$ cat src/rtl/reg_bank_pkg.sv
// Shared sizes and FSM state type for the general register bank write side.
package reg_bank_pkg;

    localparam int unsigned DATA_W     = 16;
    localparam int unsigned REG_ADDR_W = 3;
    localparam int unsigned NUM_REGS   = 8;

    typedef enum logic {
        IDLE,
        CLEAR
    } bank_state_t;

endpackage

$ cat src/rtl/write_decoder_3_to_8.sv
// One-hot decode of a register index plus enable into per-register load strobes.
module write_decoder_3_to_8
    import reg_bank_pkg::*;
(
    input  logic [REG_ADDR_W-1:0] addr,
    input  logic                  en,
    output logic [NUM_REGS-1:0]   load
);

    always_comb begin
        load = '0;
        if (en) begin
            load[addr] = 1'b1;
        end
    end

endmodule

$ cat src/rtl/reg_bank_writer.sv
// Eight-entry register bank with one write port and a one-register-per-cycle clear sweep.
module reg_bank_writer #(
    parameter int unsigned           DATA_W      = 16,
    parameter logic [DATA_W-1:0]     CLEAR_VALUE = '0
) (
    input  logic              Clock,
    input  logic              Reset_n,
    input  logic              Write_En,
    input  logic [2:0]        Write_Addr,
    input  logic [DATA_W-1:0] Write_Data,
    input  logic              Clear_Req,
    output logic              Write_Ack,
    output logic              Busy,
    output logic [DATA_W-1:0] Reg_A,
    output logic [DATA_W-1:0] Reg_B,
    output logic [DATA_W-1:0] Reg_C,
    output logic [DATA_W-1:0] Reg_D,
    output logic [DATA_W-1:0] Reg_E,
    output logic [DATA_W-1:0] Reg_F,
    output logic [DATA_W-1:0] Reg_G,
    output logic [DATA_W-1:0] Reg_H
);

    import reg_bank_pkg::*;

    localparam logic [REG_ADDR_W-1:0] LAST_IDX = REG_ADDR_W'(NUM_REGS - 1);

    bank_state_t             state;
    bank_state_t             state_next;
    logic [REG_ADDR_W-1:0]   idx;
    logic [REG_ADDR_W-1:0]   idx_next;
    logic                    ack_next;
    logic                    dec_en;
    logic [REG_ADDR_W-1:0]   dec_addr;
    logic [NUM_REGS-1:0]     load;
    logic [DATA_W-1:0]       load_data;
    logic [DATA_W-1:0]       regs [NUM_REGS];

    always_ff @(posedge Clock) begin
        if (!Reset_n) begin
            state     <= IDLE;
            idx       <= '0;
            Write_Ack <= 1'b0;
        end else begin
            state     <= state_next;
            idx       <= idx_next;
            Write_Ack <= ack_next;
        end
    end

    // The sweep borrows the write decoder by steering its index onto the address input.
    always_comb begin
        state_next = state;
        idx_next   = idx;
        ack_next   = 1'b0;
        dec_en     = 1'b0;
        dec_addr   = Write_Addr;
        load_data  = Write_Data;
        case (state)
            IDLE: begin
                if (Clear_Req) begin
                    state_next = CLEAR;
                    idx_next   = '0;
                end else if (Write_En) begin
                    dec_en   = 1'b1;
                    ack_next = 1'b1;
                end
            end
            CLEAR: begin
                dec_en    = 1'b1;
                dec_addr  = idx;
                load_data = CLEAR_VALUE;
                if (idx == LAST_IDX) begin
                    state_next = IDLE;
                end else begin
                    idx_next = idx + REG_ADDR_W'(1);
                end
            end
            default: begin
                state_next = IDLE;
            end
        endcase
    end

    write_decoder_3_to_8 u_decoder (
        .addr (dec_addr),
        .en   (dec_en),
        .load (load)
    );

    always_ff @(posedge Clock) begin
        for (int unsigned i = 0; i < NUM_REGS; i++) begin
            if (!Reset_n) begin
                regs[i] <= '0;
            end else if (load[i]) begin
                regs[i] <= load_data;
            end
        end
    end

    assign Busy  = (state == CLEAR);
    assign Reg_A = regs[0];
    assign Reg_B = regs[1];
    assign Reg_C = regs[2];
    assign Reg_D = regs[3];
    assign Reg_E = regs[4];
    assign Reg_F = regs[5];
    assign Reg_G = regs[6];
    assign Reg_H = regs[7];

endmodule

$ cat config.mk
export PLATFORM = sky130hd
export DESIGN_NAME = reg_bank_writer
export DESIGN_NICKNAME = d
export VERILOG_FILES = /design/src/rtl/reg_bank_pkg.sv /design/src/rtl/write_decoder_3_to_8.sv /design/src/rtl/reg_bank_writer.sv
export SDC_FILE = /design/constraint.sdc
export NUM_CORES = 1
export LEC_CHECK = 0
export ABC_CLOCK_PERIOD_IN_PS = 4900
export CORE_UTILIZATION = 47
export DETAILED_ROUTE_END_ITERATION = 10
export PLACE_DENSITY = 0.88
export SYNTH_ARGS = -nofsm -noshare
export SYNTH_HDL_FRONTEND = slang
export SYNTH_SLANG_ARGS = --single-unit
$ cat constraint.sdc
create_clock -name Clock -period 4.9 [get_ports Clock]
set_clock_uncertainty 0.15 [all_clocks]
set_input_delay 1.47 -clock Clock [delete_from_list [all_inputs] [get_ports Clock]]
set_output_delay 1.47 -clock Clock [all_outputs]
set_load 0.02 [all_outputs]
==> results.md <==
- Share of the synthesized area in the top cell type: 75.4%
- Remaining DRCs: 0
- Initial antenna violation count: 0
- EDFF count, synth: ~130
- Type of the worst setup path: input port to register
- Max Buffers Root-to-Sink: 2
- DRT iter0 DRCs: about 260
- Cts hold-fix bufs: 0
- Vias in the first global route: 3,458
- CP startpoint kind: input port
- Final Net Count: 541
- Unrepaired setup endpoints after global routing: false
- Worst setup endpoint: regs[0][34]$_SDFFCE_PN0P_
- Crit. End Element: register
- Slew Viols, Final: 0
- Worst-Skew Late Latency: 0.50 ns
- Worst IR Drop VDD: 0.000262 V
- Static Leakage: between 2 and 3 nW
- Die area: 11,300 um2
- Grt met3 use: 7.97%
- Fin. Hold Viols: 0
- Routed WL: 12,800 um
- Fmax: ~0.3 GHz
- Switching share of power: 23.5%
- CTS tree: done
- Die X: 106 um
- Max cap viols: 0
- Die Y: 106 um
- TritonRoute pass-1 iters: 5
- Synth top area cells: edfxtp_1 75%, nor2_1 6.3%, nor3_1 4.3%
- CTS-repair resized insts: 0
- FP Rows: 37
- Slew HR: 21.3%
- Postcts setup bufs: 0
- GRT Total Usage: 23.9%
- Syn_area_per_cell: 14.0 um2
- Final setup TNS: 0 ns
- First-pass GRT wire length: slightly below 20,000 um
- Core box area: 10,400 um2
- Cells after Synth: 363
- Overall power: 2.98 mW
- Switching pwr: around 0.7 mW
- Largest net degree at the start of global routing: 35
- Wire per inst: 19.3 um
- Crit path max fanout: 22
- Final period utilization: 68.0%
- Met1 Usage GRT: 29.9%
- Hold crit path type: register to register
- Clock power frac: 43.9%
- Status: finished clean
- Logic pwr share: 11.5%
- Synth Warn #: 0
- Clock transition at path regs: 0.06 ns
- Register area share after synthesis: 77.4%
- Met2 usage: around two fifths
- # setup viols final: 0
- Syn nets: 388
- CTS sink count: roughly 130
- Routed Antenna Nets: 0
- Ant diodes: 0
- CTS Buf Count: 17
- PD cells: 404 nW/um2
- RePlAce Congestion: 0.866
- Root Driver: clkbuf_8
- I/O pins: 153
- Critical-path top delay cell: clkdlybuf4s50_1
- Cell variety after synth: 31
- Crit path required time: roughly 5.1 ns
- RR Startpoint: Busy$_SDFF_PN0_
- Seq cells post-synth: between 100 and 150
- Ys async rst share: 0%
- Share of layout cells above drive strength 1: roughly 9.6%
- Worst slew pin tran: between 1 and 1.5 ns
- Seq pwr share: around 45%
- Flop2flop setup slack: roughly 2.5 ns
- Pint: approximately 2.3 mW
- Max stage delay on crit path: 0.84 ns
- Primary FF master, synth: edfxtp_1
- CP Data Arrival Time: 3.53 ns
- Worst R2R Path Depth: 4
- Cell chain of the critical path: clkdlybuf4s50_1 -> nand2_1 -> or2_2 -> nor2_1
- Starting Density: about half
- Syn-to-layout area delta: 44.5%
- H-tree depth: 4
- Mapped cell area: 5100 um2
- Global route hottest layer: met2
- Via count: 3,586
- Area leader, netlist: edfxtp_1
- Grt ovf: 0
- Port bufs: around 150
- Critical Path Start: Reset_n
- Fin crit period: 3.33 ns
- Reg-to-Reg End: regs[1][61]$_SDFFCE_PN0P_
- DP Wirelength: 8770 um
- Drt via density: 5.39
[flip-flops by register name, summed over array words and instances (netlist names)]
signal	count
Write_Ack	1
regs	128
Busy	1
idx	3
[area by class of cell]
class | instances | area [um2]
multi-input cells | 200 | 1020
clock inverters | 13 | 195
flip-flops and latches | 133 | 3940
repair buffers | 164 | 1610
fillers | 708 | 3050
well taps | 136 | 170
clock buffers | 19 | 422
[logic make-up (layout without fill, tap and decap cells)]
kind of cell	after synthesis	after routing	share of synthesized area, %
DFF	133	133	77.4
and+or+nand+nor	174	174	16.2
buffers and inverters	30	196	2.55
AOI/OAI and AO/OA	20	20	2.50
muxes	4	4	0.908
adders and majority gates	2	2	0.491
[how the worst min path moves through the flow]
stage	startpoint	end	cells after the start
CTS	idx[2]$_SDFFE_PN0P_	idx[2]$_SDFFE_PN0P_	2
global placement	idx[2]$_SDFFE_PN0P_	idx[2]$_SDFFE_PN0P_	2
global route	idx[2]$_SDFFE_PN0P_	idx[2]$_SDFFE_PN0P_	2
finish	idx[2]$_SDFFE_PN0P_	idx[2]$_SDFFE_PN0P_	2
floorplan	idx[1]$_SDFFE_PN0P_	idx[1]$_SDFFE_PN0P_	2
detailed placement	idx[2]$_SDFFE_PN0P_	idx[2]$_SDFFE_PN0P_	2
[stage by stage]
step / cell area (um2) / util [%] / hold WS, ns / cells / setup WS, ns
3_5_place_dp: 6750 / 64.8 / 0.373 / 633 / 1.13
3_3_place_gp: 6750 / 64.8 / 0.361 / 633 / 1.19
2_1_floorplan: 5100 / - / 0.328 / 363 / 0.960
6_report: 7370 / 70.7 / 0.383 / 665 / 1.57
5_1_grt: 7370 / 70.7 / 0.404 / 665 / 1.44
4_1_cts: 7370 / 70.7 / 0.383 / 665 / 1.65
[cell usage after synthesis, types with 3 or more instances]
cell,number
nand2_1,9
nor3_1,44
dfxtp_1,5
clkbuf_1,10
buf_1,8
edfxtp_1,128
nand2b_1,18
nor2b_1,4
o211ai_1,4
nor2_1,85
a21boi_0,3
o21ai_0,9
buf_2,11
[cell usage in the layout, fill, tap and decap left out, types with 3 or more instances in the layout]
| master | count |
|---|---|
| clkdlybuf4s50_1 | 152 |
| edfxtp_1 | 128 |
| nor2_1 | 85 |
| nor3_1 | 44 |
| nand2b_1 | 18 |
| clkbuf_16 | 16 |
| buf_4 | 12 |
| o21ai_1 | 9 |
| nand2_1 | 9 |
| dfxtp_1 | 5 |
| o211ai_1 | 4 |
| nor2b_1 | 4 |
| inv_6 | 4 |
| bufinv_16 | 4 |
| a21boi_0 | 3 |
| clkinvlp_4 | 3 |
[power groups by stage]
stage / clock [mW] / combinational [mW] / sequential (mW)
global placement: 0 / 0.333 / 1.35
finish: 1.31 / 0.341 / 1.33
global route: 1.37 / 0.359 / 1.33
CTS: 1.32 / 0.342 / 1.33
floorplan: 0 / 0.0897 / 1.43
detailed placement: 0 / 0.341 / 1.35
[worst max-delay path: cells and delay by family]
kind / cells / cell delay [ns]
buffers and inverters: 1 / 0.84
AND/OR/NAND/NOR: 3 / 1.21
[layer usage]
metal	vias to the layer above	wire (um)	share of wire, %
li1	1609	-	-
met1	1746	5060	39
met2	211	6430	50
met3	20	1120	8.8
met4	0	201	1.6
met5	-	0	0
(Power assumes the default switching activity.)
